$ cat config.mk
export PLATFORM = sky130hd
export DESIGN_NAME = reg_file_mp_flat
export DESIGN_NICKNAME = d
export VERILOG_FILES = /design/src/rtl/reg_file_mp_if.sv /design/src/rtl/reg_file_mp.sv /design/src/flat_wrapper.sv
export SDC_FILE = /design/constraint.sdc
export NUM_CORES = 2
export LEC_CHECK = 0
export CAP_MARGIN = 20
export CORE_MARGIN = 2
export CORE_UTILIZATION = 65
export CTS_BUF_LIST = sky130_fd_sc_hd__clkbuf_16
export DETAILED_ROUTE_END_ITERATION = 6
export PLACE_DENSITY_LB_ADDON = 0.25
export SYNTH_ARGS = -nofsm -noshare
export SYNTH_HDL_FRONTEND = slang
export SYNTH_SLANG_ARGS = --single-unit
$ cat constraint.sdc
create_clock -name clk -period 7.63 [get_ports clk]
set_clock_uncertainty 0.05 [all_clocks]
set_input_delay 2.289 -clock clk [delete_from_list [all_inputs] [get_ports clk]]
set_output_delay 2.289 -clock clk [all_outputs]
set_load 0.005 [all_outputs]
$ cat src/rtl/reg_file_mp_if.sv
// rtl/reg_file_mp_if.sv - read, write and issue bus of the multi-port register file
interface reg_file_mp_if #(
   parameter int XLEN     = 32,
   parameter int NUM_REGS = 32,
   parameter int NUM_RD   = 2,
   parameter int NUM_WR   = 1
);
   localparam int AW = $clog2(NUM_REGS);

   logic [NUM_RD*AW-1:0]   rd_reg;
   logic [NUM_RD*XLEN-1:0] rd_data;
   logic [NUM_RD-1:0]      rd_busy;
   logic [NUM_WR-1:0]      wr_en;
   logic [NUM_WR*AW-1:0]   wr_reg;
   logic [NUM_WR*XLEN-1:0] wr_data;
   logic                   issue_en;
   logic [AW-1:0]          issue_reg;
   logic                   any_busy;

   modport master (
      output rd_reg,
      input  rd_data,
      input  rd_busy,
      output wr_en,
      output wr_reg,
      output wr_data,
      output issue_en,
      output issue_reg,
      input  any_busy
   );

   modport slave (
      input  rd_reg,
      output rd_data,
      output rd_busy,
      input  wr_en,
      input  wr_reg,
      input  wr_data,
      input  issue_en,
      input  issue_reg,
      output any_busy
   );
endinterface

$ cat src/rtl/reg_file_mp.sv
// rtl/reg_file_mp.sv - multi-port register file with busy scoreboard; REG_FILE_BYPASS_EN adds write-first forwarding
module reg_file_mp #(
   parameter int XLEN     = 32,
   parameter int NUM_REGS = 32,
   parameter int NUM_RD   = 2,
   parameter int NUM_WR   = 1
) (
   input logic          clk,
   input logic          rst_n,
   reg_file_mp_if.slave bus
);
   localparam int AW = $clog2(NUM_REGS);

   logic [XLEN-1:0]     regs_q [NUM_REGS];
   logic [XLEN-1:0]     regs_d [NUM_REGS];
   logic [NUM_REGS-1:0] busy_q;
   logic [NUM_REGS-1:0] busy_d;
   logic                any_busy_q;
   logic                any_busy_d;

   logic [AW-1:0]       rd_addr [NUM_RD];
   logic [XLEN-1:0]     rd_val  [NUM_RD];
   logic                rd_bsy  [NUM_RD];

   // Next state: writes in ascending port order so the highest port wins, then
   // issue sets busy after write clears so a new producer keeps the register busy.
   always_comb begin
      regs_d = regs_q;
      busy_d = busy_q;
      for (int j = 0; j < NUM_WR; j++) begin
         if (bus.wr_en[j] && (bus.wr_reg[j*AW +: AW] != '0)) begin
            regs_d[bus.wr_reg[j*AW +: AW]] = bus.wr_data[j*XLEN +: XLEN];
            busy_d[bus.wr_reg[j*AW +: AW]] = 1'b0;
         end
      end
      if (bus.issue_en && (bus.issue_reg != '0)) begin
         busy_d[bus.issue_reg] = 1'b1;
      end
      regs_d[0]  = '0;
      busy_d[0]  = 1'b0;
      any_busy_d = |busy_d;
   end

   // State register; reset clears storage and scoreboard ahead of any write or issue.
   always_ff @(posedge clk) begin
      if (!rst_n) begin
         for (int i = 0; i < NUM_REGS; i++) begin
            regs_q[i] <= '0;
         end
         busy_q     <= '0;
         any_busy_q <= 1'b0;
      end else begin
         regs_q     <= regs_d;
         busy_q     <= busy_d;
         any_busy_q <= any_busy_d;
      end
   end

   // Combinational read of each port, optionally forwarding same-cycle write data.
   always_comb begin
      for (int i = 0; i < NUM_RD; i++) begin
         rd_addr[i] = bus.rd_reg[i*AW +: AW];
         rd_val[i]  = regs_q[rd_addr[i]];
         rd_bsy[i]  = busy_q[rd_addr[i]];
`ifdef REG_FILE_BYPASS_EN
         for (int j = 0; j < NUM_WR; j++) begin
            if (bus.wr_en[j] && (bus.wr_reg[j*AW +: AW] != '0) &&
                (bus.wr_reg[j*AW +: AW] == rd_addr[i])) begin
               rd_val[i] = bus.wr_data[j*XLEN +: XLEN];
               rd_bsy[i] = bus.issue_en && (bus.issue_reg == rd_addr[i]);
            end
         end
`endif
         if (rd_addr[i] == '0) begin
            rd_val[i] = '0;
            rd_bsy[i] = 1'b0;
         end
      end
   end

   for (genvar g = 0; g < NUM_RD; g++) begin : g_rd
      assign bus.rd_data[g*XLEN +: XLEN] = rd_val[g];
      assign bus.rd_busy[g]              = rd_bsy[g];
   end

   assign bus.any_busy = any_busy_q;
endmodule

$ cat src/flat_wrapper.sv
// flat-port wrapper written by rule: the top's interface ports become plain ports
module reg_file_mp_flat 
#(
   parameter int XLEN     = 32,
   parameter int NUM_REGS = 32,
   parameter int NUM_RD   = 2,
   parameter int NUM_WR   = 1
)
  (clk, rst_n, bus_rd_reg, bus_rd_data, bus_rd_busy, bus_wr_en, bus_wr_reg, bus_wr_data, bus_issue_en, bus_issue_reg, bus_any_busy);
  reg_file_mp_if #(.XLEN(XLEN), .NUM_REGS(NUM_REGS), .NUM_RD(NUM_RD), .NUM_WR(NUM_WR)) bus_i ();
  input logic clk;
  input logic rst_n;
  input wire logic [$bits(bus_i.rd_reg)-1:0] bus_rd_reg;
  output wire logic [$bits(bus_i.rd_data)-1:0] bus_rd_data;
  output wire logic [$bits(bus_i.rd_busy)-1:0] bus_rd_busy;
  input wire logic [$bits(bus_i.wr_en)-1:0] bus_wr_en;
  input wire logic [$bits(bus_i.wr_reg)-1:0] bus_wr_reg;
  input wire logic [$bits(bus_i.wr_data)-1:0] bus_wr_data;
  input wire logic [$bits(bus_i.issue_en)-1:0] bus_issue_en;
  input wire logic [$bits(bus_i.issue_reg)-1:0] bus_issue_reg;
  output wire logic [$bits(bus_i.any_busy)-1:0] bus_any_busy;
  assign bus_i.rd_reg = bus_rd_reg;
  assign bus_rd_data = bus_i.rd_data;
  assign bus_rd_busy = bus_i.rd_busy;
  assign bus_i.wr_en = bus_wr_en;
  assign bus_i.wr_reg = bus_wr_reg;
  assign bus_i.wr_data = bus_wr_data;
  assign bus_i.issue_en = bus_issue_en;
  assign bus_i.issue_reg = bus_issue_reg;
  assign bus_any_busy = bus_i.any_busy;
  reg_file_mp #(.XLEN(XLEN), .NUM_REGS(NUM_REGS), .NUM_RD(NUM_RD), .NUM_WR(NUM_WR)) u_core (.clk(clk), .rst_n(rst_n), .bus(bus_i));
endmodule
# == Word level (Yosys, flattened, before mapping) ==
# Cells that the tools add are included.
# word_totals
ff_bits,1025
latch_bits,0
ram_bits,0
mem_bits_ro,0
input_bits,56
out_inout_bits,67
memories,0
# classes
add_sub_neg,0
n_mul,0
div,0
magnitude_cmp,10
n_eq_ne,0
shifts,0
mux,23
n_bitwise,6
n_reduce_logical,10
# ops
operator,n
bitwise mux 1024 bit,1
binary-select mux 32 bit (select 5 bit),2
2-to-1 mux 32 bit,9
demux 32 bit (select 5 bit),1
bitwise AND 32 bit,1
inverter 32 bit,1
bitwise OR 32 bit,1
OR reduction 31 bit,1
"< comparator 5 x 6 -> 1 bit, second input constant",4
">= comparator 6 bit, second input constant",3
inverter 5 -> 6 bit,3
binary-select mux 1 bit (select 5 bit),2
demux 1 bit (select 5 bit),2
">= comparator 5 x 1 -> 1 bit, second input constant",2
logical NOT 5 bit,2
nonzero test 5 bit,2
"< comparator 6 x 1 -> 1 bit, second input constant",1
2-to-1 mux 1 bit,6
logical AND 1 bit,5

# == Logic depth before layout (Yosys ltp) ==
# depth
ltp_word,10
ltp_mapped,8

# == Worst setup path after synthesis ==
# OpenSTA, ideal clock, no wires.
# synth_path
path_type,input to output
from,input port bus_rd_reg[6]
to,output port bus_rd_data[32]
arrival_ns,4.157
setup_slack_ns,1.134
path_stages,6
path_buffers,3
path_cell_list,buf_2 > clkbuf_1 > clkbuf_1 > mux4_2 > mux4_2 > mux2_2
# synth_between
elab_chain_len,5
word_cells_on_any_way,6
classes_between,mux (4); bitwise (1); reduce/logical (1)
# synth_lines
item,line_no,source
"start, declared",flat_wrapper.sv:13,input wire logic [$bits(bus_i.rd_reg)-1:0] bus_rd_reg;
inverter 5 -> 6 bit (not written as such),reg_file_mp.sv:63,rd_val[i] = regs_q[rd_addr[i]];
binary-select mux 32 bit (select 5 bit),reg_file_mp.sv:63,
2-to-1 mux 32 bit (not written as such) (2 in series),reg_file_mp.sv:63,
2-to-1 mux 32 bit (*),reg_file_mp.sv:74,if (rd_addr[i] == '0) begin
"end, declared",flat_wrapper.sv:14,output wire logic [$bits(bus_i.rd_data)-1:0] bus_rd_data;
# Mark *: on every way between the ends. The rest lies on a longest branch, timed or not. The select of a mux whose other input is x is not followed.

# == Worst setup path after layout ==
# layout_path
from,input port bus_rd_reg[0]
to,output port bus_rd_data[2]
# Same word-level chain as after synthesis.

==> reports/metrics.cfg <==
[worst_setup_path]
arrival_ns=5.05
crit_type=input pin to output port
crit_buf_inv=4
cp.required_ns=5.29
cp_slowest_stage_delay_ns=0.78
end_kind=output port
crit_chain=buf_8, buf_12, nor2b_4, buf_12, a22o_1, mux4_2, mux2_2, clkdlybuf4s50_1
cp.depth=8
r2r_setup_slack_ns=5.83
cp_top_family=buffers and inverters
cp_max_fo=34
cpMostUsedCell=buf_12
cp-start-kind=input pin
cp_slowest_cell=nor2b_4
reg2reg_depth=5

[pwr]
p_leak_uw=0.01965
power_density_nw_per_um2=194.1
irDropWorstVdd_mv=0.2150

[yosys]
syn_inst=5549
syn-cell-area_sq_um=54300
synthTopCellsByArea=dfxtp_1, mux4_2, nand2_1, a21boi_0, clkbuf_1
ys_seq_area_share_pct=37.76
ys_types=33
syn_nets=5605
avgSynthCellArea_sq_um=9.785
synth-seq-cells=1024
yosysTopAreaCell=dfxtp_1
yosys_warnings=0
synth.top_cell.area_share_pct=37.76

[die]
pin_count=123
core_sq_um=82370
die_y_microns=293.0
start_util_pct=65.91
rows=105
dieWidth_microns=293.0
dieArea_sq_um=85860

[sta]
final_max_slew_viol_count=0
min_period_ns=7.389
max_freq_mhz=135.3
finalHoldViolCount=0
setup_violations=0
slew_headroom_pct=16.66
tightest_slew_ns=1.247
rsz0062_at_grt=no
tns_ns=0
finalCritPeriodShare_pct=96.84

[clock_tree]
ctsHoldBuffers=0
cts.sinks=1024
root_buffer=clkbuf_16
htree_num_levels=3
cts_setup_buffers=0
cts_tree=built
numCtsBuffers=106
postCtsResizedCells=0
clkLatencyLatePin_ns=0.69
cts_buffer_depth=3
path_clk_slew_ns=0.06

[final_layout]
syn_to_final_growth_pct=11.79
finalCoreUtilization_pct=73.69
layout-drive-gt1-share_pct=21.08
fin_nets=5470

[flow_run]
max_cap_violations=0

[run_status]
violations=DRC
status=complete, but fails checks

[hold_path]
hp-class=flip-flop to flip-flop
holdPathStages=2

[drt]
dr.pass1.iters=7
wl_per_cell_microns=29.98
vias_per_cell=7.137
drc=11
detail-route-antenna-nets=0
drtIter0Drc=7384
vias=46940
routed_wirelength_microns=197100

[grt]
grt_pass1_vias=45280
grt_max_degree=256
grt_remaining_overflow=0
antenna_found_initial=22
grt_pass1_wl_microns=288900
grt_usage_pct=45.46

[placement]
gp_congestion=0.9626
port_buffers=122
dp_hpwl_microns=113800

-- layer usage --
| metal | up-vias | GRT usage (%) | routed length [microns] |
|---|---|---|---|
| met1 | 22580 | 57.36 | 65940 |
| met4 | 34 | 30.63 | 15660 |
| met3 | 1068 | 17.78 | 32520 |
| li1 | 19210 | - | - |
| met2 | 4048 | 64.59 | 82680 |
| met5 | - | 0.2269 | 357 |
-- power by group --
part | total, uW | internal [uW] | switching [uW]
clock network | 5380 | 3110 | 2270
logic | 980 | 394 | 586
registers | 5420 | 5390 | 33.1
total | 11800 | 8890 | 2890
-- through the flow --
step                area [sq um]  setup slack, ns  hold slack [ns]  cells  power (uW)
finish                     60700           0.2410           0.4282   6576       11780
detailed placement         56850           0.3626           0.4198   6363        6460
floorplan                  54300            1.134           0.3976   5549        6129
global placement           56760           0.3580           0.4075   6358        6443
global route               60680           0.2705           0.4446   6571       11990
CTS                        60370           0.3527           0.4277   6555       11680
-- worst min-delay path, cell delays in order, from the launching register on --
cell and delay (ns):
dfxtp_1 0.31, nand2_1 0.05, a21boi_0 0.06
-- final timing paths --
check | from | end
min | u_core.regs_q[20] | u_core.regs_q[20]
min reg2reg | u_core.regs_q[20] | u_core.regs_q[20]
max reg2reg | u_core.busy_q[23] | u_core.bus.any_busy
max | bus_rd_reg[0] | bus_rd_data[2]
-- layout by cell type (no fill, tap or decap), types with 4 or more instances in the layout --
master / n
nand2_1: 1994
dfxtp_1: 1024
a21boi_0: 992
mux4_2: 594
buf_4: 151
mux2_2: 132
clkbuf_16: 113
clkdlybuf4s50_1: 111
a22o_1: 73
buf_12: 40
nor2b_1: 32
clkinv_1: 28
nor2_4: 25
a22oi_1: 19
clkinv_2: 18
nand3_2: 17
inv_1: 16
bufinv_16: 15
nand2_2: 14
and2_1: 11
buf_16: 10
diode_2: 8
buf_8: 8
nor3_2: 6
nand2b_1: 5
buf_6: 5
nor2_1: 4
nand4_1: 4
a21oi_1: 4
-- cell families after synthesis --
| group | share of synthesized area (%) |
|---|---|
| compound gates | 15.25 |
| simple gates | 15.24 |
| buf+inv | 4.378 |
| flops | 37.76 |
| mux | 27.38 |
-- synth_stat cells --
| master | count |
|---|---|
| nor2b_1 | 34 |
| nor4bb_1 | 3 |
| nor4b_1 | 1 |
| a222oi_1 | 1 |
| nand2_1 | 2008 |
| a21oi_1 | 4 |
| buf_2 | 40 |
| and2_1 | 11 |
| and4bb_2 | 1 |
| buf_4 | 38 |
| nor3b_1 | 2 |
| dfxtp_1 | 1024 |
| buf_1 | 46 |
| or2_2 | 1 |
| clkbuf_1 | 443 |
| o41a_1 | 1 |
| nor3_1 | 8 |
| nor4_1 | 1 |
| a21boi_0 | 992 |
| buf_6 | 5 |
| mux2_2 | 132 |
| o31ai_1 | 1 |
| nand2b_1 | 5 |
| a22o_1 | 73 |
| a22oi_1 | 19 |
| nand4_1 | 4 |
| and4b_1 | 3 |
| and4_1 | 2 |
| mux4_2 | 594 |
| nor2_4 | 1 |
| nand3_1 | 20 |
| nor2_1 | 28 |
| and3_1 | 3 |
-- registers in the layout, indices dropped and copies added, names as in the netlist --
name and count:
u_core.bus.any_busy 1, u_core.busy_q 31, u_core.regs_q 992
-- area by class of cell --
class                           instances  area [sq um]
Antenna cell                            8         20.02
Clock buffer                          111          2778
Clock inverter                         81         738.2
Fill cell                            5541         21680
Multi-Input combinational cell       3953         31770
Sequential cell                      1024         20500
Tap cell                             1070          1339
Timing Repair Buffer                  329          3557
Note: power is estimated with default switching activity, not from simulation.
